### src/rtl/bu_pkg.sv
// Shared key/joystick constants and the scancode-to-bit map.
// Latency: n/a (constants and a pure combinational helper).
// Backpressure: n/a.
package bu_pkg;

  localparam int JOY_W    = 32;
  localparam int KEY_BITS = 10;

  // joy_out bit positions (same layout as hps_io joystick_0)
  localparam int JOY_RIGHT  = 0;
  localparam int JOY_LEFT   = 1;
  localparam int JOY_DOWN   = 2;
  localparam int JOY_UP     = 3;
  localparam int JOY_IN     = 4;
  localparam int JOY_OUT    = 5;
  localparam int JOY_FASTER = 6;
  localparam int JOY_SLOWER = 7;
  localparam int JOY_PAUSE  = 8;
  localparam int JOY_TRAILS = 9;

  // ps2_key field positions
  localparam int KEY_TOGGLE = 10;
  localparam int KEY_PRESS  = 9;
  localparam int KEY_E0     = 8;

  // Set-2 scancodes; the four arrows arrive with the E0 prefix
  localparam logic [7:0] SC_RIGHT  = 8'h74;
  localparam logic [7:0] SC_LEFT   = 8'h6B;
  localparam logic [7:0] SC_DOWN   = 8'h72;
  localparam logic [7:0] SC_UP     = 8'h75;
  localparam logic [7:0] SC_Z      = 8'h1A;
  localparam logic [7:0] SC_X      = 8'h22;
  localparam logic [7:0] SC_A      = 8'h1C;
  localparam logic [7:0] SC_S      = 8'h1B;
  localparam logic [7:0] SC_ENTER  = 8'h5A;
  localparam logic [7:0] SC_SPACE  = 8'h29;

  typedef struct packed {
    logic       hit;
    logic [3:0] idx;
  } key_map_t;

  // The E0 flag is part of the match: a plain 0x75 is not "up", E0+0x5A is not Enter.
  function automatic key_map_t map_key(input logic e0, input logic [7:0] code);
    key_map_t m;
    m.hit = 1'b0;
    m.idx = 4'd0;
    case ({e0, code})
      {1'b1, SC_RIGHT}: begin m.hit = 1'b1; m.idx = 4'(JOY_RIGHT);  end
      {1'b1, SC_LEFT }: begin m.hit = 1'b1; m.idx = 4'(JOY_LEFT);   end
      {1'b1, SC_DOWN }: begin m.hit = 1'b1; m.idx = 4'(JOY_DOWN);   end
      {1'b1, SC_UP   }: begin m.hit = 1'b1; m.idx = 4'(JOY_UP);     end
      {1'b0, SC_Z    }: begin m.hit = 1'b1; m.idx = 4'(JOY_IN);     end
      {1'b0, SC_X    }: begin m.hit = 1'b1; m.idx = 4'(JOY_OUT);    end
      {1'b0, SC_A    }: begin m.hit = 1'b1; m.idx = 4'(JOY_FASTER); end
      {1'b0, SC_S    }: begin m.hit = 1'b1; m.idx = 4'(JOY_SLOWER); end
      {1'b0, SC_ENTER}: begin m.hit = 1'b1; m.idx = 4'(JOY_PAUSE);  end
      {1'b0, SC_SPACE}: begin m.hit = 1'b1; m.idx = 4'(JOY_TRAILS); end
      default:          begin m.hit = 1'b0; m.idx = 4'd0;           end
    endcase
    return m;
  endfunction

endpackage

### src/rtl/key_socd.sv
// Opposing-direction arbiter: while both keys of a pair are held, only the most recent wins.
// Latency: 0 clk from held to resolved (history flops only remember the last press).
// Backpressure: none; held is sampled every cycle.
module key_socd (
  input  logic       clk,
  input  logic       reset_n,
  input  logic       clr,
  input  logic [1:0] held,
  output logic [1:0] resolved
);

  logic [1:0] prev_q, prev_d;
  logic       last_q, last_d;
  logic [1:0] rise;

  // Track which key of the pair went down most recently; resolve with the updated
  // choice so a new press wins in the same cycle it becomes held.
  always_comb begin
    rise     = held & ~prev_q;
    prev_d   = held;
    last_d   = last_q;
    if (rise == 2'b10) begin
      last_d = 1'b1;
    end else if (rise == 2'b01) begin
      last_d = 1'b0;
    end
    if (clr) begin
      prev_d = 2'b00;
      last_d = 1'b0;
    end
    resolved = held;
    if (held == 2'b11) begin
      resolved = last_d ? 2'b10 : 2'b01;
    end
  end

  // Press history registers
  always_ff @(posedge clk or negedge reset_n) begin
    if (!reset_n) begin
      prev_q <= 2'b00;
      last_q <= 1'b0;
    end else begin
      prev_q <= prev_d;
      last_q <= last_d;
    end
  end

endmodule

### src/rtl/key_decoder.sv
// Maps PS/2 key events onto the joystick_0 bit layout and merges them with the real joystick.
// Latency: 3 clk ps2_key toggle -> joy_out, 1 clk joystick_in -> joy_out.
// Backpressure: none; accepts one key event per clk, events during OSD are consumed silently.
module key_decoder
  import bu_pkg::*;
(
  input  logic              clk,
  input  logic              reset_n,
  input  logic [10:0]       ps2_key,
  input  logic [JOY_W-1:0]  joystick_in,
  input  logic              osd_status,
  output logic [JOY_W-1:0]  joy_out,
  output logic [KEY_BITS-1:0] joy_pulse
);

  logic [10:0]          ps2_q, ps2_d;
  logic                 ps2_vld_q, ps2_vld_d;
  logic                 primed_q, primed_d;
  logic                 tog_q, tog_d;
  logic [KEY_BITS-1:0]  key_state_q, key_state_d;
  logic [JOY_W-1:0]     joy_out_q, joy_out_d;
  logic [KEY_BITS-1:0]  joy_pulse_q, joy_pulse_d;

  key_map_t             km;
  logic                 evt;
  logic [KEY_BITS-1:0]  mask;
  logic [1:0]           lr_res, ud_res;
  logic [KEY_BITS-1:0]  resolved;

  // Left/right pair: held[0]=right, held[1]=left
  key_socd u_socd_lr (
    .clk      (clk),
    .reset_n  (reset_n),
    .clr      (osd_status),
    .held     (key_state_q[JOY_LEFT:JOY_RIGHT]),
    .resolved (lr_res)
  );

  // Up/down pair: held[0]=down, held[1]=up
  key_socd u_socd_ud (
    .clk      (clk),
    .reset_n  (reset_n),
    .clr      (osd_status),
    .held     (key_state_q[JOY_UP:JOY_DOWN]),
    .resolved (ud_res)
  );

  // Event detection, key state update and output merge
  always_comb begin
    ps2_d     = ps2_key;
    ps2_vld_d = 1'b1;
    primed_d  = primed_q;
    tog_d     = tog_q;
    evt       = 1'b0;
    km        = map_key(ps2_q[KEY_E0], ps2_q[7:0]);
    mask      = {{(KEY_BITS-1){1'b0}}, 1'b1} << km.idx;

    // The first valid registered sample only primes the toggle reference, so a
    // key held across reset never produces a phantom event.
    if (ps2_vld_q) begin
      primed_d = 1'b1;
      tog_d    = ps2_q[KEY_TOGGLE];
      evt      = primed_q && (ps2_q[KEY_TOGGLE] != tog_q);
    end

    key_state_d = key_state_q;
    if (osd_status) begin
      key_state_d = '0;
    end else if (evt && km.hit) begin
      key_state_d = ps2_q[KEY_PRESS] ? (key_state_q | mask) : (key_state_q & ~mask);
    end

    resolved    = {key_state_q[KEY_BITS-1:JOY_IN], ud_res, lr_res};
    joy_out_d   = joystick_in | {{(JOY_W-KEY_BITS){1'b0}}, resolved};
    joy_pulse_d = joy_out_d[KEY_BITS-1:0] & ~joy_out_q[KEY_BITS-1:0];
  end

  // Pipeline and state registers
  always_ff @(posedge clk or negedge reset_n) begin
    if (!reset_n) begin
      ps2_q       <= '0;
      ps2_vld_q   <= 1'b0;
      primed_q    <= 1'b0;
      tog_q       <= 1'b0;
      key_state_q <= '0;
      joy_out_q   <= '0;
      joy_pulse_q <= '0;
    end else begin
      ps2_q       <= ps2_d;
      ps2_vld_q   <= ps2_vld_d;
      primed_q    <= primed_d;
      tog_q       <= tog_d;
      key_state_q <= key_state_d;
      joy_out_q   <= joy_out_d;
      joy_pulse_q <= joy_pulse_d;
    end
  end

  assign joy_out   = joy_out_q;
  assign joy_pulse = joy_pulse_q;

endmodule

### config.mk
export PLATFORM = sky130hd
export DESIGN_NAME = key_decoder
export DESIGN_NICKNAME = d
export VERILOG_FILES = /design/src/rtl/bu_pkg.sv /design/src/rtl/key_socd.sv /design/src/rtl/key_decoder.sv
export SDC_FILE = /design/constraint.sdc
export NUM_CORES = 1
export LEC_CHECK = 0
export CAP_MARGIN = 0
export CORE_UTILIZATION = 48
export DETAILED_ROUTE_END_ITERATION = 8
export PLACE_DENSITY_LB_ADDON = 0.15
export SLEW_MARGIN = 25
export SYNTH_ARGS = -nofsm -noshare
export SYNTH_HDL_FRONTEND = slang
export SYNTH_SLANG_ARGS = --single-unit
### constraint.sdc
create_clock -name clk -period 4.4 [get_ports clk]
set_input_delay 1.1 -clock clk [delete_from_list [all_inputs] [get_ports clk]]
set_output_delay 1.1 -clock clk [all_outputs]
set_load 0.01 [all_outputs]
Word-level counts from Yosys, hierarchy flattened
Index checks and enable logic that the tools add are counted.
W data, S select, Z words.
{ "word_totals": {"reg_bits": 72, "input_bits": 46, "output_inout_bits": 42} }
{ "op_classes": {"n_eq_ne": 17, "n_shift": 1, "muxes": 17, "n_bitwise": 10, "reduce_logical": 3} }
{ "ops": {"columns": ["cell", "n"], "rows": [
  ["$pmux W5 S10", 1],
  ["$eq A9 B9 Y1 const B", 4],
  ["$or A32 B10 Y32", 1],
  ["$mux W10", 3],
  ["$eq A9 B5 Y1 const B", 3],
  ["$and A10 B10 Y10", 2],
  ["$not A10 Y10", 2],
  ["$eq A9 B6 Y1 const B", 2],
  ["$mux W2", 6],
  ["$or A10 B10 Y10", 1],
  ["$shl A1 B4 Y10 const A", 1],
  ["$eq A9 B7 Y1 const B", 1],
  ["$eq A2 B2 Y1 const B", 4],
  ["$mux W1", 7],
  ["$and A2 B2 Y2", 2],
  ["$eq A2 B1 Y1 const B", 2],
  ["$not A2 Y2", 2],
  ["$logic_and A1 B1 Y1", 2],
  ["$reduce_bool A2 Y1", 1],
  ["$ne A1 B1 Y1", 1]
]} }

Depth between registers and ports, before layout
Gate-level depths: netlist of the first run.
{ "logic_depth": {"depth_word": 10, "depth_mapped": 6, "depth_no_buf": 5} }

Hierarchy
From an unflattened synthesis of the first run, not the netlist that was laid out.
{ "hier_totals": {"hier_cells": 197, "area_unflattened_um2": 2600.0} }
{ "modules_own_cells": {"columns": ["mod", "n_inst", "cells_each", "area_each_um2", "seq_area_each_um2"], "rows": [
  ["key_decoder", 1, 165, 2277.2, 1651.6],
  ["key_socd", 2, 16, 161.4, 75.1]
]} }

Worst setup path after synthesis of the first run
Ideal clock, no wire load.
{ "synth_path": {"path_type": "in2reg", "from": "in osd_status", "to": "reg joy_pulse_q[1], in the netlist joy_pulse[1]", "setup_time_ps": 121, "arrival_time_ps": 1926, "required_time_ps": 4279, "path_slack_ps": 2352, "cell_stages": 5, "path_buffers": 1, "path_cell_list": "clkbuf_1 > clkinv_1 > a21boi_0 > o21bai_1 > nor2b_1"} }
{ "synth_between": {"elab_chain_len": 5} }
{ "synth_rtl": {"columns": ["item", "line_no", "rtl"], "rows": [
  ["from (decl)", "key_decoder.sv:11", "input logic osd_status,"],
  ["$mux W1", "key_socd.sv:27", "if (clr) begin"],
  ["$mux W2", "key_socd.sv:33", "resolved = last_d ? 2'b10 : 2'b01;"],
  ["$mux W2", "key_socd.sv:32", "if (held == 2'b11) begin"],
  ["$or A32 B10 Y32", "key_decoder.sv:74", "joy_out_d = joystick_in | {{(JOY_W-KEY_BITS){1'b0}}, resolved};"],
  ["net joy_out_d[1]", "key_decoder.sv:21", "logic [JOY_W-1:0] joy_out_q, joy_out_d;"],
  ["$and A10 B10 Y10", "key_decoder.sv:75", "joy_pulse_d = joy_out_d[KEY_BITS-1:0] & ~joy_out_q[KEY_BITS-1:0];"],
  ["net joy_pulse_d[1]", "key_decoder.sv:22", "logic [KEY_BITS-1:0] joy_pulse_q, joy_pulse_d;"],
  ["to (signal assigned)", "key_decoder.sv:95", "joy_pulse_q <= joy_pulse_d;"],
  ["to (decl)", "key_decoder.sv:22", null]
]} }
The timed path passes the listed nets, and every way through them passes these cells.
A chain may end at the register's enable or synchronous reset.

Worst setup path in the final report of the first run
{ "layout_path": {"from": "reg joy_out_q[4], in the netlist joy_out[4]", "to": "out joy_out[4]"} }
{ "layout_rtl": {"columns": ["item", "line_no", "rtl"], "rows": [
  ["from (decl)", "key_decoder.sv:21", null],
  ["from (signal assigned)", "key_decoder.sv:94", "joy_out_q <= joy_out_d;"],
  ["to (decl)", "key_decoder.sv:12", "output logic [JOY_W-1:0] joy_out,"]
]} }
No word-level cell between the ends.

==> flow_metrics.env, run 1 <==
export IMPL_final_period_minus_worst_setup_slack_ps=2375
export IMPL_postCtsResizedCells=0
export IMPL_synth_instances=190
export IMPL_io_pins=88
export IMPL_critical_path_endpoint_type="primary output"
export IMPL_portBuffers=87
export IMPL_most_common_layout_cells="clkdlybuf4s50_1, dfrtp_1, nor2b_1"
export IMPL_synth_flop_cell="dfrtp_1"
export IMPL_dpl_cell_area_um2=3531
export IMPL_grt_setup_unrepaired="no"
export IMPL_p_leak_nw=1.646
export IMPL_ff2ff_path_depth=5
export IMPL_first_global_vias=1662
export IMPL_p_clk_share_pct=41.2
export IMPL_cts_buffers=9
export IMPL_busiest_grt_layer="met2"
export IMPL_final_common_cell="clkdlybuf4s50_1"
export IMPL_post_dp_hpwl_mm=3.609
export IMPL_synthesized_nets=236
export IMPL_slowest_cp_cell="clkdlybuf4s50_1"
export IMPL_ys_seq_elements=72
export IMPL_p_per_area_nw_per_um2=376.7
export IMPL_die_w_um=75.44
export IMPL_number_of_max_slew_violations_in_the_final_report=0
export IMPL_worstMarginPinSlew_ps=856.6
export IMPL_clkSlewWorstSetupHoldPaths_ps=80
export IMPL_synth_area_leaders="dfrtp_1, nor2b_1, mux2i_1, or2_2, nor2_1"
export IMPL_power_switching_fraction_pct=21.65
export IMPL_synthDominantCellAreaShare_pct=69.60
export IMPL_postRouteWirelength_mm=5.033
export IMPL_ctsLongestPathBuffers=2
export IMPL_grt_util_met1_pct=22.89
export IMPL_root_cell_of_the_clock_tree="clkbuf_8"
export IMPL_required_ps=3300
export IMPL_grt_use_met2_pct=31.65
export IMPL_fillerInstances=378
export IMPL_overall_routing_resource_usage_pct=19.11
export IMPL_core_region_area_um2=5140
export IMPL_clk_latency_ps=340
export IMPL_critPathTopFamily="buffers and inverters"
export IMPL_synth_lib_cells_used_distinct=44
export IMPL_post_synth_instance_area_um2=2589
export IMPL_finalPower_mw=1.416
export IMPL_tritoncts="yes"
export IMPL_timing_fmax_mhz=421.1
export IMPL_syn_avg_cell_area_um2=13.62
export IMPL_num_antenna_cells=0
export IMPL_postCtsSetupRepairBufs=0
export IMPL_firstDrtPassIters=4
export IMPL_grt_util_met3_pct=5.026
export IMPL_grt_ovfl_total=0
export IMPL_cap_violations=0
export IMPL_synthToLayoutAreaGrowth_pct=45.19
export IMPL_detail_route_drc_violations=0
export IMPL_placementRows=26
export IMPL_postCtsHoldBufs=0
export IMPL_route_vias_total=1761
export IMPL_vdd_ir_drop_max_mv=0.3546
export IMPL_hold_path_cell_count=1
export IMPL_grt_pass1_wl_mm=7.707
export IMPL_worstSetupPathDepth=1
export IMPL_gp_routability_congestion=0.8298
export IMPL_power_frac_comb_pct=9.1
export IMPL_report_final_setup_viol=0
export IMPL_crit_arrival_ps=1270
export IMPL_drtIter0Drc=114
export IMPL_layout_drive_gt1_share_pct=11.72
export IMPL_power_frac_seq_pct=49.7
export IMPL_critical_path_n_buffers_inverters=1
export IMPL_worstPathMaxFanout=2
export IMPL_final_util_pct=73.13
export IMPL_worstSetupStartpointType="flip-flop"
export IMPL_number_of_antenna_violations_at_the_first_check_in_global_routing=0
export IMPL_layout_worst_path_cycle_share_pct=53.97
export IMPL_die_h_um=75.44
export IMPL_power_net_switching_mw=0.3066
export IMPL_async_reset_ff_share_pct=100.0
export IMPL_finalSetupTns_ps=0
export IMPL_status="finished clean"
export IMPL_slew_headroom_pct=42.89
export IMPL_clock_sinks=72
export IMPL_hp_class="reg2reg"
export IMPL_setup_crit_path_kind="reg2out"
export IMPL_detail_route_antenna_nets=0
export IMPL_timing_hold_violations_final=0
export IMPL_grt_max_degree=73
export IMPL_yosys_warnings=0
export IMPL_skew_ps=9.893
export IMPL_die_area_um2=5691
export IMPL_internal_power_mw=1.109
export IMPL_finish_net_count=331
export IMPL_average_wire_per_standard_cell_um=13.98
export IMPL_finalInstanceArea_um2=3759
export IMPL_synth_edff_count=0
export IMPL_initial_utilization_pct=50.37
export IMPL_number_of_h_tree_levels=3
export IMPL_timing_critical_path_slowest_cell_delay_ps=560
export IMPL_crit_chain="clkdlybuf4s50_1"
export IMPL_yosys_area_top_type="dfrtp_1"
export IMPL_ys_seq_area_share_pct=69.60
export IMPL_post_drt_via_cell_ratio=4.892
-- power by group through the flow --
stage / sequential, mW / clock [mW] / combinational (mW)
after CTS: 0.704 / 0.597 / 0.131
after global placement: 0.715 / 0 / 0.128
final: 0.704 / 0.583 / 0.129
after detailed placement: 0.717 / 0 / 0.131
after global routing: 0.707 / 0.624 / 0.142
after floorplan: 0.723 / 0 / 0.0257
-- cell type report --
type | instances | area (um2) | share of cell area [%]
Clock buffer | 11 | 141.4 | 3.762
Tap cell | 70 | 87.58 | 2.330
Sequential cell | 72 | 1802 | 47.94
Multi-Input combinational cell | 107 | 743.2 | 19.77
Inverter | 8 | 30.03 | 0.7989
Clock inverter | 5 | 86.33 | 2.297
Timing Repair Buffer | 87 | 868.3 | 23.10
-- synthesized netlist by cell type (3+ instances only) --
library cell and count:
a21oi_1 3, and4bb_2 3, dfrtp_1 72, inv_1 7, mux2i_1 8, nand2_1 7
nand2b_1 3, nand3_1 7, nand4_1 3, nor2_1 11, nor2b_1 13, nor3b_1 4
o21ai_0 4, or2_2 8
-- per-stage QoR --
step / hold WS, ps / setup slack (ps) / instances
finish: 419.9 / 2025 / 360
global route: 448.1 / 1923 / 360
detailed placement: 414.7 / 1716 / 344
floorplan: 438.0 / 2352 / 190
CTS: 430.5 / 2004 / 360
global placement: 408.8 / 1825 / 344
-- worst paths after layout --
kind                                  from             end  slack (ps)
worst min-delay path            joy_out[7]    joy_pulse[7]         420
worst min register to register  joy_out[7]    joy_pulse[7]         420
worst max register to register    ps2_q[0]  key_state_q[0]        2420
worst max-delay path            joy_out[4]      joy_out[4]        2030
min in group asynchronous          reset_n    joy_pulse[2]         880
max in group asynchronous          reset_n  key_state_q[8]        2980
-- state kept, by name, summed over array words and instances, names as in the netlist --
register and count:
u_socd_lr.prev_q 2, key_state_q 10, joy_pulse 10, u_socd_ud.prev_q 2, primed_q 1, joy_out 32
u_socd_lr.last_q 1, tog_q 1, ps2_q 11, ps2_vld_q 1, u_socd_ud.last_q 1
-- per-layer routing --
metal | share of wire, % | wire length, um | vias to the layer above
li1 | - | - | 838
met1 | 40 | 2016 | 858
met2 | 53 | 2685 | 57
met3 | 4.9 | 245 | 8
met4 | 1.7 | 85 | 0
met5 | 0 | 0 | -
-- cells by family after synthesis --
group	after synthesis	synth area share (%)
compound gates	22	6.525
xor+xnor	1	0.3384
fa+ha+maj	2	0.7734
buf+inv	11	1.692
flops	72	69.60
mux	9	3.528
other cells	1	0.1449
simple gates	72	17.40
Power figures use the tool's default switching activity.
==> run 2, diff against run 1 <==
--- a/config.mk
+++ b/config.mk
@@ -6,7 +6,7 @@
 export NUM_CORES = 1
 export LEC_CHECK = 0
 export CAP_MARGIN = 0
-export CORE_UTILIZATION = 48
+export CORE_UTILIZATION = 45
 export DETAILED_ROUTE_END_ITERATION = 8
 export PLACE_DENSITY_LB_ADDON = 0.15
 export SLEW_MARGIN = 25
==> constraint.sdc (replaced) <==
create_clock -name clk -period 2.4 [get_ports clk]
set_input_delay 0.6 -clock clk [delete_from_list [all_inputs] [get_ports clk]]
set_output_delay 0.6 -clock clk [all_outputs]
set_load 0.01 [all_outputs]
==> run 2 against run 1 <==
Compared with the run above:
- clock-buffer cell count down 2
- sequential power up 83%
- first-iteration DRC count down 49%
- total power up 65%
- sequential cell count unchanged
- global-route usage down 0.88 points
- die area up 6.5%
- register-to-register slack worse by 2000 ps
- non-clock buffer count up 5
- setup slack worse by 1600 ps
- clock power up 36%
- final cell count up 1.7%
- critical endpoint is now key_state_q[3]
==> flow_metrics.env, run 2 (same netlist as run 1, synthesis figures left out) <==
export IMPL_post_drt_via_cell_ratio=4.891
export IMPL_finalSetupTns_ps=0
export IMPL_crit_arrival_ps=2260
export IMPL_worst_r2r_endpoint="key_state_q[3]"
export IMPL_ff2ff_path_depth=5
export IMPL_slew_headroom_pct=63.50
export IMPL_die_h_um=77.85
export IMPL_final_period_minus_worst_setup_slack_ps=2001
export IMPL_synthToLayoutAreaGrowth_pct=44.51
export IMPL_clkSlewWorstSetupHoldPaths_ps=70
export IMPL_most_common_layout_cells="clkdlybuf4s50_1, dfrtp_1, nor2b_1"
export IMPL_flip_flop_count_of_the_largest_register_after_layout=32
export IMPL_rr_startpoint="ps2_q[6]"
export IMPL_ctsLongestPathBuffers=2
export IMPL_p_leak_nw=1.644
export IMPL_reg2reg_setup_slack_ps=400
export IMPL_number_of_max_slew_violations_in_the_final_report=0
export IMPL_pre_cts_slack_ps=425.1
export IMPL_gp_routability_congestion=0.9528
export IMPL_number_of_h_tree_levels=3
export IMPL_setup_crit_path_kind="reg2reg"
export IMPL_num_antenna_cells=0
export IMPL_first_global_vias=1772
export IMPL_worstPathMaxFanout=9
export IMPL_placementRows=27
export IMPL_postCtsResizedCells=0
export IMPL_grt_ovfl_total=0
export IMPL_route_vias_total=1790
export IMPL_final_common_cell="clkdlybuf4s50_1"
export IMPL_clock_sinks=72
export IMPL_post_dp_hpwl_mm=3.575
export IMPL_worstSetupStartpointType="flip-flop"
export IMPL_ff_latch_area_um2=1802
export IMPL_postCtsHoldBufs=0
export IMPL_cts_buffers=9
export IMPL_fillerInstances=423
export IMPL_multi_input_gate_area_um2=743.2
export IMPL_detail_route_drc_violations=0
export IMPL_timing_hold_violations_final=0
export IMPL_report_final_setup_viol=0
export IMPL_final_util_pct=67.52
export IMPL_critical_path_endpoint_type="flip-flop"
export IMPL_timing_fmax_mhz=499.6
export IMPL_postCtsSetupRepairBufs=0
export IMPL_die_w_um=77.85
export IMPL_finish_net_count=336
export IMPL_overall_routing_resource_usage_pct=18.23
export IMPL_postRouteWirelength_mm=4.849
export IMPL_tritoncts="yes"
export IMPL_grt_max_degree=42
export IMPL_grt_setup_unrepaired="no"
export IMPL_clk_latency_ps=340
export IMPL_layout_worst_path_cycle_share_pct=83.39
export IMPL_status="finished clean"
export IMPL_drtIter0Drc=58
export IMPL_grt_pass1_wl_mm=8.238
export IMPL_firstDrtPassIters=4
export IMPL_root_cell_of_the_clock_tree="clkbuf_8"
export IMPL_vdd_ir_drop_max_mv=0.4126
export IMPL_skew_ps=6.818
export IMPL_hp_class="in2async"
export IMPL_p_per_area_nw_per_um2=622.6
export IMPL_layout_drive_gt1_share_pct=13.27
export IMPL_worstMarginPinSlew_ps=546.3
export IMPL_detail_route_antenna_nets=0
export IMPL_portBuffers=87
export IMPL_io_pins=88
export IMPL_initial_utilization_pct=46.73
export IMPL_average_wire_per_standard_cell_um=13.25
export IMPL_number_of_antenna_violations_at_the_first_check_in_global_routing=0
export IMPL_fin_ws_ps=398.6
export IMPL_core_region_area_um2=5540
export IMPL_required_ps=2660
export IMPL_cap_violations=0
export IMPL_die_area_um2=6060
-- run 2: changes by cell type in the layout (fill, tap and decap cells not counted), moves of 2 or more --
cell,before,now
clkinv_2,0,4
bufinv_16,2,0
buf_4,1,4
inv_6,3,1
-- run 2: metrics by stage --
stage	std cells	hold slack (ps)	cell area [um2]	total power [mW]
2_1_floorplan	190	304.4	2589	1.373
3_3_place_gp	351	409.3	3581	1.557
3_5_place_dp	351	416.9	3581	1.561
4_1_cts	366	206.5	3741	2.357
5_1_grt	366	236.8	3741	2.435
6_report	366	208.8	3741	2.329
-- run 2: cell type report --
class,count,area share [%]
Timing Repair Buffer,92,24.48
Sequential cell,72,48.16
Clock buffer,9,3.311
Multi-Input combinational cell,107,19.87
Inverter,8,0.8027
Tap cell,72,2.408
Clock inverter,6,0.9699
-- run 2: report_power, final --
part           internal [mW]  total, mW  switching, mW
Clock                  0.365      0.795          0.431
Sequential              1.26       1.29         0.0290
Combinational          0.155      0.244         0.0892
-- run 2: critical path, stage by stage, from the launching register on --
cell	delay [ps]
dfrtp_1	470
or4b_4	560
o2bb2a_4	230
o21a_1	170
a221oi_2	280
mux2i_1	210
-- run 2: metal layers --
layer / wire (um) / track usage [%] / up-vias / part of all wire (%)
li1: - / - / 850 / -
met1: 2128 / 23.70 / 850 / 44
met2: 2287 / 27.79 / 73 / 47
met3: 296 / 4.000 / 17 / 6.1
met4: 136 / 11.32 / 0 / 2.8
met5: 0 / 0 / - / 0
-- run 2: how the worst max path moves through the flow --
stage,startpoint,to,slack [ps],cells past startpoint
finish,ps2_q[6],key_state_q[3],400,5
global route,ps2_q[3],key_state_q[3],230,5
CTS,ps2_q[6],key_state_q[3],410,5
detailed placement,ps2_q[6],key_state_q[3],430,5
global placement,ps2_q[6],key_state_q[3],440,5
floorplan,ps2_q[6],key_state_q[3],560,5
==> run 3, diff against run 2 <==
--- a/config.mk
+++ b/config.mk
@@ -6,7 +6,7 @@
 export NUM_CORES = 1
 export LEC_CHECK = 0
 export CAP_MARGIN = 0
-export CORE_UTILIZATION = 45
+export CORE_UTILIZATION = 40
 export DETAILED_ROUTE_END_ITERATION = 8
 export PLACE_DENSITY_LB_ADDON = 0.15
 export SLEW_MARGIN = 25
==> constraint.sdc (replaced) <==
create_clock -name clk -period 1.8 [get_ports clk]
set_input_delay 0.45 -clock clk [delete_from_list [all_inputs] [get_ports clk]]
set_output_delay 0.45 -clock clk [all_outputs]
set_load 0.01 [all_outputs]
==> run 3 against run 2 <==
Compared with the run above:
- the run now ends with negative setup slack left
- register-to-register slack lost 460 ps
- clock power rose by 55%
- utilization is 3.2 points lower
- final cell count is 4.6% higher
- sequential cell count is the same
- total power increased by 42%
- hold slack got worse by 200 ps
- global-route usage is 1.4 points lower
- sequential share of layout area fell by 2.1 points
- clock skew shrank 1.6 ps
- critical path type unchanged
- largest power group unchanged
- highest routed layer unchanged
==> flow_metrics.env, run 3 (same netlist as run 1, synthesis figures left out) <==
export IMPL_p_leak_nw=1.723
export IMPL_timing_critical_path_slowest_cell_delay_ps=520
export IMPL_finish_net_count=349
export IMPL_core_region_area_um2=6096
export IMPL_grt_max_degree=31
export IMPL_pre_cts_slack_ps=-93.49
export IMPL_grt_pass1_wl_mm=8.328
export IMPL_cts_buffers=9
export IMPL_flip_flop_count_of_the_largest_register_after_layout=32
export IMPL_first_global_vias=1873
export IMPL_skew_ps=5.226
export IMPL_fin_ws_ps=-65.22
export IMPL_clkSlewWorstSetupHoldPaths_ps=70
export IMPL_tritoncts="yes"
export IMPL_p_per_area_nw_per_um2=841.7
export IMPL_route_vias_total=1806
export IMPL_most_common_layout_cells="clkdlybuf4s50_1, dfrtp_1, buf_4"
export IMPL_layout_drive_gt1_share_pct=19.48
export IMPL_vdd_ir_drop_max_mv=0.4779
export IMPL_finalSetupTns_ps=-65.22
export IMPL_multi_input_gate_area_um2=788.3
export IMPL_cap_violations=0
export IMPL_average_wire_per_standard_cell_um=13.47
export IMPL_report_final_setup_viol=1
export IMPL_timing_hold_violations_final=0
export IMPL_postCtsHoldBufs=0
export IMPL_layout_worst_path_cycle_share_pct=103.6
export IMPL_gp_routability_congestion=0.9088
export IMPL_crit_chain="or4b_4, o2bb2a_4, o21a_1, a221oi_2, mux2i_1"
export IMPL_hp_class="in2async"
export IMPL_crit_arrival_ps=2130
export IMPL_grt_ovfl_total=0
export IMPL_final_hold_worst_slack_ps=7.706
export IMPL_io_pins=88
export IMPL_final_period_minus_worst_setup_slack_ps=1865
export IMPL_post_dp_hpwl_mm=3.735
export IMPL_placementRows=28
export IMPL_ff_latch_area_um2=1804
export IMPL_synthToLayoutAreaGrowth_pct=51.43
export IMPL_timing_fmax_mhz=536.1
export IMPL_status="finished with violations"
export IMPL_worstSetupStartpointType="flip-flop"
export IMPL_clock_sinks=72
export IMPL_ctsLongestPathBuffers=2
export IMPL_grt_setup_unrepaired="yes"
export IMPL_number_of_antenna_violations_at_the_first_check_in_global_routing=0
export IMPL_violations="negative setup slack"
export IMPL_setup_crit_path_kind="reg2reg"
export IMPL_die_w_um=82.45
export IMPL_fillerInstances=481
export IMPL_clk_latency_ps=340
export IMPL_final_common_cell="clkdlybuf4s50_1"
export IMPL_die_area_um2=6797
export IMPL_portBuffers=87
export IMPL_postRouteWirelength_mm=5.158
export IMPL_critical_path_endpoint_type="flip-flop"
export IMPL_overall_routing_resource_usage_pct=16.80
export IMPL_worstPathMaxFanout=3
export IMPL_required_ps=2060
export IMPL_post_drt_via_cell_ratio=4.715
export IMPL_detail_route_antenna_nets=0
export IMPL_firstDrtPassIters=4
export IMPL_die_h_um=82.45
export IMPL_num_antenna_cells=0
export IMPL_root_cell_of_the_clock_tree="clkbuf_8"
export IMPL_initial_utilization_pct=42.47
export IMPL_detail_route_drc_violations=0
export IMPL_slowest_cp_cell="or4b_4"
export IMPL_drtIter0Drc=71
export IMPL_number_of_max_slew_violations_in_the_final_report=0
export IMPL_number_of_h_tree_levels=3
[run 3: cell count changes in the layout (fill, tap and decap cells not counted), moves of 2 or more]
cell and change:
buf_4 +14, clkbuf_1 +2, clkinv_2 -2, dfrtp_1 -2
dfrtp_2 +2
[run 3: cell type report]
| type | instances | area share (%) |
|---|---|---|
| timing repair buffer | 105 | 25.92 |
| clock inverter | 5 | 1.436 |
| multi-input combinational | 107 | 20.11 |
| inverter | 8 | 0.7660 |
| clock buffer | 11 | 3.351 |
| sequential | 72 | 46.03 |
| tap | 75 | 2.394 |
[run 3: critical path: cells and delay by family (launching register included)]
| family | cells | cell delay [ps] |
|---|---|---|
| AO/OA/AOI/OAI | 3 | 640 |
| flip-flops | 1 | 410 |
| multiplexers | 1 | 230 |
| AND/OR/NAND/NOR | 1 | 520 |
[run 3: final timing paths]
check	depth (start not counted)	startpoint	slack [ps]	to
max	5	ps2_q[6]	-70	key_state_q[3]
min	1	reset_n	8	joy_pulse[2]
max reg2reg	5	ps2_q[6]	-70	key_state_q[3]
min reg2reg	1	joy_out[9]	410	joy_pulse[9]
max in group asynchronous	2	reset_n	1240	ps2_q[3]
min in group clk	1	joy_out[9]	410	joy_pulse[9]
[run 3: report_power, final]
part	internal, mW	switching, mW
combinational	0.223	0.133
clock	0.641	0.588
sequential	1.68	0.0328
[run 3: repair_timing]
| item | CTS | global route |
|---|---|---|
| resized for setup | 4 | 7 |
| buffers inserted | 1 | 2 |
| pin swaps | 2 | 5 |
| endpoints found under the setup margin | 3 | 3 |
[run 3: per-layer routing]
layer	global-route usage [%]	vias up	part of all wire [%]
met2	27.27	52	50
met4	10.00	0	2.2
met1	20.09	862	42
li1	-	881	-
met3	4.286	11	5.6
met5	0	-	0
[run 3: stage by stage]
step / cells / util, % / power [mW] / cell area (um2)
3_3_place_gp: 364 / 60.08 / 2.091 / 3662
5_1_grt: 383 / 64.31 / 3.470 / 3920
2_1_floorplan: 190 / - / 1.830 / 2589
3_5_place_dp: 364 / 60.08 / 2.097 / 3662
4_1_cts: 381 / 63.63 / 3.336 / 3879
6_report: 383 / 64.31 / 3.300 / 3920
